==> src/rtl/exec_arbiter_if.sv <==
// rtl/exec_arbiter_if.sv - requester, execute-issue and response signals of exec_arbiter
interface exec_arbiter_if;
    logic        r0_valid;
    logic        r0_ready;
    logic [31:0] r0_a;
    logic [31:0] r0_b;
    logic [7:0]  r0_alu_op;
    logic        r0_is_cond;
    logic [3:0]  r0_cond;
    logic [3:0]  r0_write_flags;
    logic        r0_swp;
    logic        r0_lock;

    logic        r1_valid;
    logic        r1_ready;
    logic [31:0] r1_a;
    logic [31:0] r1_b;
    logic [7:0]  r1_alu_op;
    logic        r1_is_cond;
    logic [3:0]  r1_cond;
    logic [3:0]  r1_write_flags;
    logic        r1_swp;
    logic        r1_lock;

    logic        hold;

    logic        ex_valid;
    logic        ex_id;
    logic [31:0] ex_a;
    logic [31:0] ex_b;
    logic [7:0]  ex_alu_op;
    logic        ex_is_cond;
    logic [3:0]  ex_cond;
    logic [3:0]  ex_write_flags;
    logic        ex_swp;

    logic        rsp_valid;
    logic        rsp_id;

    modport slave (
        input  r0_valid, r0_a, r0_b, r0_alu_op, r0_is_cond, r0_cond, r0_write_flags, r0_swp, r0_lock,
        input  r1_valid, r1_a, r1_b, r1_alu_op, r1_is_cond, r1_cond, r1_write_flags, r1_swp, r1_lock,
        input  hold,
        output r0_ready, r1_ready,
        output ex_valid, ex_id, ex_a, ex_b, ex_alu_op, ex_is_cond, ex_cond, ex_write_flags, ex_swp,
        output rsp_valid, rsp_id
    );

    modport master (
        output r0_valid, r0_a, r0_b, r0_alu_op, r0_is_cond, r0_cond, r0_write_flags, r0_swp, r0_lock,
        output r1_valid, r1_a, r1_b, r1_alu_op, r1_is_cond, r1_cond, r1_write_flags, r1_swp, r1_lock,
        output hold,
        input  r0_ready, r1_ready,
        input  ex_valid, ex_id, ex_a, ex_b, ex_alu_op, ex_is_cond, ex_cond, ex_write_flags, ex_swp,
        input  rsp_valid, rsp_id
    );
endinterface

==> src/rtl/exec_arbiter.sv <==
// rtl/exec_arbiter.sv - round-robin issue of two requesters onto the execute unit, flag hazard, optional EXEC_ARB_LOCK_EN grant lock
module exec_arbiter (
    input  logic          clk,
    input  logic          rst,
    exec_arbiter_if.slave bus
);
    typedef enum logic {IDLE = 1'b0, ISSUE = 1'b1} state_t;

    state_t state_q, state_d;
    logic   last_q;
    logic   fh;
    logic   lock_ok0, lock_ok1;
    logic   elig0, elig1, gnt0, gnt1, gnt_any;

    // The command sitting in ex_* is the previous cycle's grant, so its flag write blocks conditionals now.
    assign fh = bus.ex_valid && (bus.ex_write_flags != 4'd0);

`ifdef EXEC_ARB_LOCK_EN
    logic lock_on_q, lock_id_q;

    assign lock_ok0 = !lock_on_q || !lock_id_q;
    assign lock_ok1 = !lock_on_q ||  lock_id_q;

    always_ff @(posedge clk or negedge rst) begin
        if (!rst) begin
            lock_on_q <= 1'b0;
            lock_id_q <= 1'b0;
        end else if (gnt_any) begin
            lock_on_q <= gnt1 ? bus.r1_lock : bus.r0_lock;
            lock_id_q <= gnt1;
        end
    end
`else
    logic unused_lock;

    assign unused_lock = bus.r0_lock ^ bus.r1_lock;
    assign lock_ok0    = 1'b1;
    assign lock_ok1    = 1'b1;
`endif

    assign elig0   = bus.r0_valid && !bus.hold && !(fh && bus.r0_is_cond) && lock_ok0;
    assign elig1   = bus.r1_valid && !bus.hold && !(fh && bus.r1_is_cond) && lock_ok1;
    assign gnt0    = elig0 && (!elig1 ||  last_q);
    assign gnt1    = elig1 && (!elig0 || !last_q);
    assign gnt_any = gnt0 || gnt1;

    // Ready is masked by reset so no handshake can be seen while the block is held in reset.
    assign bus.r0_ready = gnt0 && rst;
    assign bus.r1_ready = gnt1 && rst;

    always_ff @(posedge clk or negedge rst) begin
        if (!rst) state_q <= IDLE;
        else      state_q <= state_d;
    end

    always_comb begin
        state_d = IDLE;
        if (gnt_any) state_d = ISSUE;
    end

    always_comb begin
        bus.ex_valid = (state_q == ISSUE);
    end

    always_ff @(posedge clk or negedge rst) begin
        if (!rst) begin
            last_q             <= 1'b1;
            bus.ex_id          <= 1'b0;
            bus.ex_a           <= 32'd0;
            bus.ex_b           <= 32'd0;
            bus.ex_alu_op      <= 8'd0;
            bus.ex_is_cond     <= 1'b0;
            bus.ex_cond        <= 4'd0;
            bus.ex_write_flags <= 4'd0;
            bus.ex_swp         <= 1'b0;
            bus.rsp_valid      <= 1'b0;
            bus.rsp_id         <= 1'b0;
        end else begin
            bus.rsp_valid <= bus.ex_valid;
            bus.rsp_id    <= bus.ex_id;
            if (gnt_any) begin
                last_q             <= gnt1;
                bus.ex_id          <= gnt1;
                bus.ex_a           <= gnt1 ? bus.r1_a           : bus.r0_a;
                bus.ex_b           <= gnt1 ? bus.r1_b           : bus.r0_b;
                bus.ex_alu_op      <= gnt1 ? bus.r1_alu_op      : bus.r0_alu_op;
                bus.ex_is_cond     <= gnt1 ? bus.r1_is_cond     : bus.r0_is_cond;
                bus.ex_cond        <= gnt1 ? bus.r1_cond        : bus.r0_cond;
                bus.ex_write_flags <= gnt1 ? bus.r1_write_flags : bus.r0_write_flags;
                bus.ex_swp         <= gnt1 ? bus.r1_swp         : bus.r0_swp;
            end else begin
                // Bubble issues a NOP that writes no flags; operands and id are left as they were.
                bus.ex_alu_op      <= 8'd0;
                bus.ex_is_cond     <= 1'b0;
                bus.ex_cond        <= 4'd0;
                bus.ex_write_flags <= 4'd0;
                bus.ex_swp         <= 1'b0;
            end
        end
    end
endmodule

==> src/flat_wrapper.sv <==
// flat-port wrapper written by rule: the top's interface ports become plain ports
module exec_arbiter_flat 
  (clk, rst, bus_r0_valid, bus_r0_a, bus_r0_b, bus_r0_alu_op, bus_r0_is_cond, bus_r0_cond, bus_r0_write_flags, bus_r0_swp, bus_r0_lock, bus_r1_valid, bus_r1_a, bus_r1_b, bus_r1_alu_op, bus_r1_is_cond, bus_r1_cond, bus_r1_write_flags, bus_r1_swp, bus_r1_lock, bus_hold, bus_r0_ready, bus_r1_ready, bus_ex_valid, bus_ex_id, bus_ex_a, bus_ex_b, bus_ex_alu_op, bus_ex_is_cond, bus_ex_cond, bus_ex_write_flags, bus_ex_swp, bus_rsp_valid, bus_rsp_id);
  exec_arbiter_if bus_i ();
  input  logic clk;
  input  logic rst;
  input wire logic [$bits(bus_i.r0_valid)-1:0] bus_r0_valid;
  input wire logic [$bits(bus_i.r0_a)-1:0] bus_r0_a;
  input wire logic [$bits(bus_i.r0_b)-1:0] bus_r0_b;
  input wire logic [$bits(bus_i.r0_alu_op)-1:0] bus_r0_alu_op;
  input wire logic [$bits(bus_i.r0_is_cond)-1:0] bus_r0_is_cond;
  input wire logic [$bits(bus_i.r0_cond)-1:0] bus_r0_cond;
  input wire logic [$bits(bus_i.r0_write_flags)-1:0] bus_r0_write_flags;
  input wire logic [$bits(bus_i.r0_swp)-1:0] bus_r0_swp;
  input wire logic [$bits(bus_i.r0_lock)-1:0] bus_r0_lock;
  input wire logic [$bits(bus_i.r1_valid)-1:0] bus_r1_valid;
  input wire logic [$bits(bus_i.r1_a)-1:0] bus_r1_a;
  input wire logic [$bits(bus_i.r1_b)-1:0] bus_r1_b;
  input wire logic [$bits(bus_i.r1_alu_op)-1:0] bus_r1_alu_op;
  input wire logic [$bits(bus_i.r1_is_cond)-1:0] bus_r1_is_cond;
  input wire logic [$bits(bus_i.r1_cond)-1:0] bus_r1_cond;
  input wire logic [$bits(bus_i.r1_write_flags)-1:0] bus_r1_write_flags;
  input wire logic [$bits(bus_i.r1_swp)-1:0] bus_r1_swp;
  input wire logic [$bits(bus_i.r1_lock)-1:0] bus_r1_lock;
  input wire logic [$bits(bus_i.hold)-1:0] bus_hold;
  output wire logic [$bits(bus_i.r0_ready)-1:0] bus_r0_ready;
  output wire logic [$bits(bus_i.r1_ready)-1:0] bus_r1_ready;
  output wire logic [$bits(bus_i.ex_valid)-1:0] bus_ex_valid;
  output wire logic [$bits(bus_i.ex_id)-1:0] bus_ex_id;
  output wire logic [$bits(bus_i.ex_a)-1:0] bus_ex_a;
  output wire logic [$bits(bus_i.ex_b)-1:0] bus_ex_b;
  output wire logic [$bits(bus_i.ex_alu_op)-1:0] bus_ex_alu_op;
  output wire logic [$bits(bus_i.ex_is_cond)-1:0] bus_ex_is_cond;
  output wire logic [$bits(bus_i.ex_cond)-1:0] bus_ex_cond;
  output wire logic [$bits(bus_i.ex_write_flags)-1:0] bus_ex_write_flags;
  output wire logic [$bits(bus_i.ex_swp)-1:0] bus_ex_swp;
  output wire logic [$bits(bus_i.rsp_valid)-1:0] bus_rsp_valid;
  output wire logic [$bits(bus_i.rsp_id)-1:0] bus_rsp_id;
  assign bus_i.r0_valid = bus_r0_valid;
  assign bus_i.r0_a = bus_r0_a;
  assign bus_i.r0_b = bus_r0_b;
  assign bus_i.r0_alu_op = bus_r0_alu_op;
  assign bus_i.r0_is_cond = bus_r0_is_cond;
  assign bus_i.r0_cond = bus_r0_cond;
  assign bus_i.r0_write_flags = bus_r0_write_flags;
  assign bus_i.r0_swp = bus_r0_swp;
  assign bus_i.r0_lock = bus_r0_lock;
  assign bus_i.r1_valid = bus_r1_valid;
  assign bus_i.r1_a = bus_r1_a;
  assign bus_i.r1_b = bus_r1_b;
  assign bus_i.r1_alu_op = bus_r1_alu_op;
  assign bus_i.r1_is_cond = bus_r1_is_cond;
  assign bus_i.r1_cond = bus_r1_cond;
  assign bus_i.r1_write_flags = bus_r1_write_flags;
  assign bus_i.r1_swp = bus_r1_swp;
  assign bus_i.r1_lock = bus_r1_lock;
  assign bus_i.hold = bus_hold;
  assign bus_r0_ready = bus_i.r0_ready;
  assign bus_r1_ready = bus_i.r1_ready;
  assign bus_ex_valid = bus_i.ex_valid;
  assign bus_ex_id = bus_i.ex_id;
  assign bus_ex_a = bus_i.ex_a;
  assign bus_ex_b = bus_i.ex_b;
  assign bus_ex_alu_op = bus_i.ex_alu_op;
  assign bus_ex_is_cond = bus_i.ex_is_cond;
  assign bus_ex_cond = bus_i.ex_cond;
  assign bus_ex_write_flags = bus_i.ex_write_flags;
  assign bus_ex_swp = bus_i.ex_swp;
  assign bus_rsp_valid = bus_i.rsp_valid;
  assign bus_rsp_id = bus_i.rsp_id;
  exec_arbiter u_core (.clk(clk), .rst(rst), .bus(bus_i));
endmodule
==> config.mk <==
export PLATFORM = sky130hd
export DESIGN_NAME = exec_arbiter_flat
export DESIGN_NICKNAME = d
export VERILOG_FILES = /design/src/rtl/exec_arbiter_if.sv /design/src/rtl/exec_arbiter.sv /design/src/flat_wrapper.sv
export SDC_FILE = /design/constraint.sdc
export NUM_CORES = 1
export LEC_CHECK = 0
export CAP_MARGIN = 20
export CORE_UTILIZATION = 36
export CTS_CLUSTER_SIZE = 16
export DETAILED_ROUTE_END_ITERATION = 7
export PLACE_DENSITY = 0.85
export SETUP_SLACK_MARGIN = 0.05
export SYNTH_ARGS = -nofsm -noshare
export SYNTH_HDL_FRONTEND = slang
export SYNTH_SLANG_ARGS = --single-unit
==> constraint.sdc <==
create_clock -name clk -period 2.5 [get_ports clk]
set_input_delay 0.25 -clock clk [delete_from_list [all_inputs] [get_ports clk]]
set_output_delay 0.25 -clock clk [all_outputs]
set_load 0.05 [all_outputs]
-- Yosys cells after proc, flatten, opt, wreduce, memory -nomap -nowiden
Index checks and enable logic that the tools add are counted.
- reductions and logical operators: 21
- muxes and demuxes: 13
- operators with widths (cell ; number):
    32-bit 2-to-1 mux ; 2
    4-bit 2-to-1 mux ; 4
    8-bit 2-to-1 mux ; 2
    1-bit logical AND ; 11
    1-bit zero test ; 6
    1-bit 2-to-1 mux ; 5
    4-bit nonzero test ; 1
    1-bit logical OR ; 3
- input port bits: 171
- output and inout port bits: 88
- logic and storage cells: 46
- register bits after elaboration: 87

-- Logic depth before layout (Yosys ltp)
Gate-level depths: netlist (run 1).
- depth in word-level cells: 10
- mapped depth: 6
- mapped depth without buffers: 4

-- Least setup slack after synthesis (run 1)
Ideal clock, no wire load.
- path kind: reg-to-output
- from: reg u_core.bus.ex_write_flags[3]
- to: out bus_r0_ready
- buffers on the path: 2
- data arrival time: 3035 ps
- required time: 2250 ps
- stages on the path, launching flop included: 6
- setup slack: -785 ps
- cell sequence: dfrtp_1 o41a_1 a211o_1 clkbuf_1 clkbuf_1 nor3b_1
- longest elaborated chain between the ends: 9
- elaborated cells on any way between the ends: 12
- those cells by class: reduce/logical (12)
- ends and longest elaborated chain (item ; RTL line ; RTL):
    start, declared ; exec_arbiter_if.sv:45 ; output ex_valid, ex_id, ex_a, ex_b, ex_alu_op, ex_is_cond, ex_cond, ex_write_flags, ex_swp,
    start signal, assigned ; exec_arbiter.sv:89 ; bus.ex_write_flags <= gnt1 ? bus.r1_write_flags : bus.r0_write_flags;
    4-bit nonzero test * ; exec_arbiter.sv:16 ; assign fh = bus.ex_valid && (bus.ex_write_flags != 4'd0);
    1-bit logical AND * ; exec_arbiter.sv:16 ;
    1-bit logical AND ; exec_arbiter.sv:42 ; assign elig1 = bus.r1_valid && !bus.hold && !(fh && bus.r1_is_cond) && lock_ok1;
    1-bit zero test ; exec_arbiter.sv:42 ;
    1-bit logical AND ; exec_arbiter.sv:42 ;
    1-bit zero test ; exec_arbiter.sv:43 ; assign gnt0 = elig0 && (!elig1 || last_q);
    1-bit logical OR ; exec_arbiter.sv:43 ;
    1-bit logical AND * ; exec_arbiter.sv:43 ;
    1-bit logical AND * ; exec_arbiter.sv:48 ; assign bus.r0_ready = gnt0 && rst;
    end, declared ; flat_wrapper.sv:26 ; output wire logic [$bits(bus_i.r0_ready)-1:0] bus_r0_ready;
Mark *: on every way between the ends. The rest lies on a longest branch, timed or not.

-- Final worst setup path (run 1)
- from: reg u_core.bus.ex_write_flags[1]
- to: out bus_r1_ready
- longest elaborated chain between the ends: 9
- elaborated cells on any way between the ends: 12
- those cells by class: reduce/logical (12)
- ends and longest elaborated chain (item ; RTL line ; RTL):
    4-bit nonzero test * ; exec_arbiter.sv:16 ;
    1-bit logical AND * ; exec_arbiter.sv:16 ;
    1-bit logical AND ; exec_arbiter.sv:41 ; assign elig0 = bus.r0_valid && !bus.hold && !(fh && bus.r0_is_cond) && lock_ok0;
    1-bit zero test ; exec_arbiter.sv:41 ;
    1-bit logical AND ; exec_arbiter.sv:41 ;
    1-bit zero test ; exec_arbiter.sv:44 ; assign gnt1 = elig1 && (!elig0 || !last_q);
    1-bit logical OR ; exec_arbiter.sv:44 ;
    1-bit logical AND * ; exec_arbiter.sv:44 ;
    1-bit logical AND * ; exec_arbiter.sv:49 ; assign bus.r1_ready = gnt1 && rst;
    end, declared ; flat_wrapper.sv:27 ; output wire logic [$bits(bus_i.r1_ready)-1:0] bus_r1_ready;
Marks and branches as above.

==> impl_metrics.ini, run 1 <==
[power]
power.share.combinational_pct = 42.6
power.clock.fraction_pct = 22.1
power_after_layout_w = 0.00502
p_switching_w = 0.00195
power_density_mw_per_mm2 = 733
p_sw_share_pct = 38.8
p_leak_nw = 2.70
share_seq_of_total_power_pct = 35.4
cellInternalPower_w = 0.00307
vdd_drop_max_mv = 0.333

[clocking]
cts.root.buffer_cell = sky130_fd_sc_hd__clkbuf_8
ctsHoldBuffers = 0
cts-root-to-sink-buffers = 2
clk_latency_ns = 0.36
htree_num_levels = 3
cts_sink_cnt = 87
tritoncts.num_buffers = 9
clk_transition_reported_paths_ns = 0.09
cts_tree = yes

[sta]
clock.fmax_mhz = 421
finalHoldViolCount = 0
timing.final.crit_share_pct = 95.1
final.setup.tns_ns = 0
worst_setup_margin_ns = 0.123
setup_viol = 0
timing.clock.skew_ns = 0.0101
timing.hold.ws_ns = 0.0170
report.final.slew_viol_count = 0
timing.final.crit_period_ns = 2.38
max_slew.worst_pin.slew_ns = 0.886
maxSlewHeadroom_pct = 40.9
unrepaired_setup_endpoints_after_global_routing = yes

[global_routing]
wire_length_of_the_first_global_routing_pass_um = 21200
grtUsageTotal_pct = 24.8
grt_antenna_before_repair = 0
number_of_global_route_vias_before_repair = 4034
grt.overflow.total = 0
grt_start_max_net_pins = 61

[logic_synthesis]
ys_types = 23
number_of_warnings_reported_in_the_yosys_synthesis_log = 0
netlist_instances = 321
net_count_after_synthesis = 492
post-synth-top-area-fraction_pct = 55.9
post_synth_instance_area_mm2 = 0.00385
ys_seq_elements = 87
cell_types_occupying_the_most_area_after_synthesis = sky130_fd_sc_hd__dfrtp_1, sky130_fd_sc_hd__a221o_1, sky130_fd_sc_hd__nor3b_1, sky130_fd_sc_hd__nand3_1, sky130_fd_sc_hd__o21ai_0
synth-seq-area-share_pct = 56.6
synth.avg_cell_area_um2 = 12.0
yosys.area.top_type = sky130_fd_sc_hd__dfrtp_1

[routing]
dr_total_vias = 3866
post_drt_via_cell_ratio = 5.43
met1Wirelength_um = 5320
detail_route.wirelength_um = 13700
route.detailed.drc = 0
first_pass_iters = 4
met3_wirelength_um = 970
highest_layer = met4
routedWlPerCell_um = 19.3
drt_iter0_drc = 207
wl_met2_um = 7200
detail-route-antenna-nets = 0

[worst_setup_path]
worstPathArrival_ns = 2.13
critical_path.max_stage_delay_ns = 0.53
crit_path_cell_trace = o41a_1 > a21o_1 > buf_4 > and3_1 > buf_12
crit_path_end_kind = output pin
worst-setup-path-type = flop to output pin
critical_path.max_fanout = 19
worst_path_max_delay_cell = sky130_fd_sc_hd__o41a_1
worst_setup_path_start_kind = flop
crit_required_ns = 2.25

[layout]
final_net_count = 742
synthToLayoutAreaGrowth_pct = 77.7
finish.utilization_pct = 66.0
drive_above_1_share_pct = 8.33
num_antenna_cells = 0

[worst_hold_path]
hold_path.class = input pin to async pin

[die]
vertical_extent_of_the_die_um = 105
core_mm2 = 0.0104
initial_utilization_pct = 37.1
io_pins = 259
dieWidth_um = 105
core.rowCount = 37
area_enclosed_by_the_die_boundary_mm2 = 0.0111

[place]
dpl_worst_slack_ns = 0.104
globalplace.congestion = 0.796
dpl.hpwl_um = 9530
port_buffers = 256

[run_status]
outcome = completed

[job]
timing.max_cap.violations = 0
worst max-delay path, delay by kind of cell (launching register included):
family          cells  cell delay, ns
compound gates      2            0.76
simple gates        1            0.23
buf+inv             2            0.35
flops               1            0.41
cell usage in the layout, fill, tap and decap left out:
cell type                         count
sky130_fd_sc_hd__clkdlybuf4s50_1    253
sky130_fd_sc_hd__dfrtp_1             83
sky130_fd_sc_hd__nor3b_1             64
sky130_fd_sc_hd__a221o_1             64
sky130_fd_sc_hd__nand2_1             19
sky130_fd_sc_hd__nand3_1             18
sky130_fd_sc_hd__o21ai_0             18
sky130_fd_sc_hd__buf_4               15
sky130_fd_sc_hd__clkbuf_8             9
sky130_fd_sc_hd__buf_12               3
sky130_fd_sc_hd__dfrtp_2              3
sky130_fd_sc_hd__inv_1                2
sky130_fd_sc_hd__nand2b_1             2
sky130_fd_sc_hd__a21o_1               2
sky130_fd_sc_hd__clkinvlp_4           2
sky130_fd_sc_hd__inv_6                2
sky130_fd_sc_hd__bufinv_16            2
sky130_fd_sc_hd__buf_6                2
sky130_fd_sc_hd__o41a_1               1
sky130_fd_sc_hd__a211oi_4             1
sky130_fd_sc_hd__a21oi_2              1
sky130_fd_sc_hd__nor2_4               1
sky130_fd_sc_hd__and2_2               1
sky130_fd_sc_hd__a21oi_4              1
sky130_fd_sc_hd__a211o_4              1
sky130_fd_sc_hd__nor3b_4              1
sky130_fd_sc_hd__and3_1               1
sky130_fd_sc_hd__mux2_2               1
sky130_fd_sc_hd__clkbuf_1             1
sky130_fd_sc_hd__nor2_2               1
sky130_fd_sc_hd__dfstp_2              1
synthesized netlist by cell type, drive strengths merged:
master  instances
a211o           1
a211oi          1
a21o            2
a21oi           2
a221o          64
and2            1
and3            1
buf            15
clkbuf         20
dfrtp          86
dfstp           1
inv             2
mux2            1
nand2          19
nand2b          2
nand3          18
nor2            1
nor3b          65
o21ai          18
o41a            1
worst paths after layout:
| path | from | to | slack, ns | cells after the start |
|---|---|---|---|---|
| worst max-delay path | u_core.bus.ex_write_flags[1]$_DFF_PN0_ | bus_r1_ready | 0.12 | 5 |
| worst min-delay path | rst | u_core.bus.ex_b[8]$_DFFE_PN0P_ | 0.02 | 2 |
| worst max register to register | u_core.bus.ex_write_flags[1]$_DFF_PN0_ | u_core.bus.ex_b[19]$_DFFE_PN0P_ | 0.18 | 6 |
| worst min register to register | u_core.bus.ex_id$_DFFE_PN0P_ | u_core.bus.rsp_id$_DFF_PN0_ | 0.42 | 0 |
| max in group asynchronous | rst | u_core.bus.ex_b[15]$_DFFE_PN0P_ | 2.05 | 2 |
| min in group clk | u_core.bus.ex_id$_DFFE_PN0P_ | u_core.bus.rsp_id$_DFF_PN0_ | 0.42 | 0 |
layout make-up:
type / count / area [um2]
Fill cell: 818 / 3530
Timing Repair Buffer: 273 / 2730
Sequential cell: 87 / 2180
Multi-Input combinational cell: 198 / 1540
Tap cell: 136 / 170
Clock buffer: 10 / 128
Clock inverter: 6 / 92.6
Inverter: 2 / 7.51
power by group through the flow:
stage	clock network [W]	logic, W	registers, W
floorplan	0	0.000413	0.00260
global placement	0	0.00209	0.00179
detailed placement	0	0.00212	0.00180
CTS	0.00113	0.00214	0.00177
global route	0.00118	0.00222	0.00180
finish	0.00111	0.00214	0.00177
layer usage:
layer / global-route usage (%) / up-vias
met5: 0 / -
met4: 8.55 / 0
met3: 6.80 / 20
met2: 44.6 / 167
met1: 28.0 / 1936
li1: - / 1743
registers in the layout, summed over array words and instances (netlist names):
signal and cells:
u_core.bus.ex_write_flags 4, u_core.bus.ex_b 32, u_core.bus.ex_is_cond 1, u_core.bus.ex_alu_op 8
u_core.bus.ex_swp 1, u_core.bus.ex_id 1, u_core.bus.ex_a 32, u_core.last_q 1
u_core.bus.rsp_id 1, u_core.bus.ex_valid 1, u_core.bus.ex_cond 4, u_core.bus.rsp_valid 1
logic make-up (layout without fill, tap and decap cells):
kind of cell,count (synthesis),in the layout,synth area share [%]
buf+inv,37,291,4.87
mux,1,1,0.292
compound gates,89,89,20.7
simple gates,107,108,17.6
flops,87,87,56.6
metrics by stage:
step	cells	area, um2
finish	712	6840
global route	712	6840
CTS	709	6820
detailed placement	691	6570
global placement	691	6570
floorplan	321	3880
timing repair:
action	CTS	global route
gates resized for setup	3	1
pin swaps	1	5
hold endpoints to repair	0	0
buffers inserted	2	2
endpoints found under the setup margin	2	34
cloned	0	1
Power figures use the tool's default switching activity.
==> run 2: changes to the inputs <==
--- a/config.mk
+++ b/config.mk
@@ -6,10 +6,11 @@
 export NUM_CORES = 1
 export LEC_CHECK = 0
 export CAP_MARGIN = 20
-export CORE_UTILIZATION = 36
-export CTS_CLUSTER_SIZE = 16
+export CORE_UTILIZATION = 37
+export CTS_BUF_LIST = sky130_fd_sc_hd__clkbuf_8
+export CTS_CLUSTER_SIZE = 25
 export DETAILED_ROUTE_END_ITERATION = 7
-export PLACE_DENSITY = 0.85
+export PLACE_DENSITY = 0.87
 export SETUP_SLACK_MARGIN = 0.05
 export SYNTH_ARGS = -nofsm -noshare
 export SYNTH_HDL_FRONTEND = slang
==> impl_metrics.ini, run 2 (synthesis results as in run 1) <==
[run_status]
outcome = completed

[sta]
max_slew.worst_pin.slew_ns = 0.634
report.final.slew_viol_count = 0
maxSlewHeadroom_pct = 57.7
timing.final.crit_share_pct = 95.7
final.setup.tns_ns = 0
timing.hold.ws_ns = 0.266
clock.fmax_mhz = 418
finalHoldViolCount = 0
timing.clock.skew_ns = 0.0108
timing.final.crit_period_ns = 2.39
unrepaired_setup_endpoints_after_global_routing = yes
setup_viol = 0
worst_setup_margin_ns = 0.106

[power]
power_density_mw_per_mm2 = 734
vdd_drop_max_mv = 0.351
p_leak_nw = 2.72

[layout]
drive_above_1_share_pct = 8.33
postLayoutCellArea_mm2 = 0.00687
synthToLayoutAreaGrowth_pct = 78.3
largest_registers = u_core.bus.ex_a (32), u_core.bus.ex_b (32), u_core.bus.ex_alu_op (8)
num_antenna_cells = 0
layout_common_cells = sky130_fd_sc_hd__clkdlybuf4s50_1, sky130_fd_sc_hd__dfrtp_1, sky130_fd_sc_hd__nor3b_1, sky130_fd_sc_hd__a221o_1, sky130_fd_sc_hd__nand2_1
layoutNonFillerInstCount = 709
final_net_count = 742
final_common_cell = sky130_fd_sc_hd__clkdlybuf4s50_1

[routing]
dr_total_vias = 3847
detail-route-antenna-nets = 0
detail_route.wirelength_um = 13400
route.detailed.drc = 0
routedWlPerCell_um = 18.9
first_pass_iters = 7
post_drt_via_cell_ratio = 5.43
drt_iter0_drc = 167

[die]
core.rowCount = 36
io_pins = 259
dieWidth_um = 104
core_mm2 = 0.00991
initial_utilization_pct = 38.9
area_enclosed_by_the_die_boundary_mm2 = 0.0108
vertical_extent_of_the_die_um = 104

[clocking]
clk_latency_ns = 0.35
cts-root-to-sink-buffers = 2
cts_sink_cnt = 87
htree_num_levels = 3
tritoncts.num_buffers = 9
cts.root.buffer_cell = sky130_fd_sc_hd__clkbuf_8
cts_tree = yes
clk_transition_reported_paths_ns = 0.09

[global_routing]
grt_start_max_net_pins = 84
wire_length_of_the_first_global_routing_pass_um = 21300
grt.overflow.total = 0
number_of_global_route_vias_before_repair = 4084
grt_antenna_before_repair = 0
grtUsageTotal_pct = 25.0

[place]
dpl_worst_slack_ns = 0.178
number_of_placed_instances_with_taps_included = 688
dpl.hpwl_um = 9420
globalplace.congestion = 0.837
port_buffers = 256
placed_cell_area_mm2 = 0.00658

[worst_hold_path]
hold_path.class = input pin to async pin

[worst_setup_path]
worst-setup-path-type = flop to output pin
crit_path_start = u_core.bus.ex_write_flags[0]$_DFF_PN0_
crit_required_ns = 2.25
critical_path.max_stage_delay_ns = 0.57
critical_path.max_fanout = 5
cp.buffers_inverters = 1
crit_path_end_kind = output pin
critical_path.reg2reg.startpoint = u_core.bus.ex_write_flags[0]$_DFF_PN0_
worst_setup_path_start_kind = flop
crit_path_cell_trace = o41a_1 > a211o_4 > nor3b_4 > buf_12
worstPathArrival_ns = 2.14
cpLargestDelayFamily = compound AO/OA/AOI/OAI gates
worst_path_max_delay_cell = sky130_fd_sc_hd__o41a_1

[job]
timing.max_cap.violations = 0
run 2: area by class of cell:
type	instances	area (um2)
repair buffers	274	2750
clock inverters	6	91.3
flip-flops and latches	87	2180
multi-input cells	197	1540
well taps	133	166
clock buffers	10	138
inverters	2	7.51
fillers	710	3040
run 2: worst register-to-register path, cell delays in order, from the launching register on:
cell and delay (ns):
sky130_fd_sc_hd__dfrtp_1 0.39, sky130_fd_sc_hd__o41a_1 0.57, sky130_fd_sc_hd__buf_4 0.21, sky130_fd_sc_hd__a211oi_4 0.28, sky130_fd_sc_hd__nor2_4 0.06, sky130_fd_sc_hd__buf_4 0.26, sky130_fd_sc_hd__a221o_1 0.43
run 2: repair_timing:
item	CTS	global route
setup endpoints to repair	1	2
gates resized for setup	2	2
pin swaps	0	4
buffers inserted	0	4
hold endpoints to repair	33	0
hold buffers	1	0
run 2: layer usage:
| layer | wire length, um | share of wire [%] | track usage [%] | up-vias |
|---|---|---|---|---|
| met3 | 939 | 7.0 | 5.89 | 24 |
| met1 | 5210 | 39 | 28.7 | 1904 |
| met2 | 6970 | 52 | 45.3 | 176 |
| met5 | 0 | 0 | 0 | - |
| met4 | 293 | 2.2 | 8.98 | 0 |
| li1 | - | - | - | 1743 |
run 2: where the power goes:
part / switching, W / leakage (nW) / internal [W]
Combinational: 0.00127 / 1.51 / 0.000865
Sequential: 0.000131 / 1.09 / 0.00164
Clock: 0.000535 / 0.117 / 0.000598
run 2: worst paths after layout:
path	end	depth (start not counted)	slack [ns]
max in group asynchronous	u_core.bus.ex_a[1]$_DFFE_PN0P_	3	1.43
max	bus_r0_ready	4	0.11
min	u_core.bus.ex_valid$_DFF_PN0_	2	0.27
max reg2reg	u_core.bus.ex_b[14]$_DFFE_PN0P_	6	0.17
min reg2reg	u_core.bus.rsp_id$_DFF_PN0_	0	0.41
min in group clk	u_core.bus.rsp_id$_DFF_PN0_	0	0.41
run 2: stage by stage:
stage,power (W),util (%)
finish,0.00504,69.3
global route,0.00524,69.3
CTS,0.00507,68.9
detailed placement,0.00392,66.4
global placement,0.00388,66.4
floorplan,0.00301,-
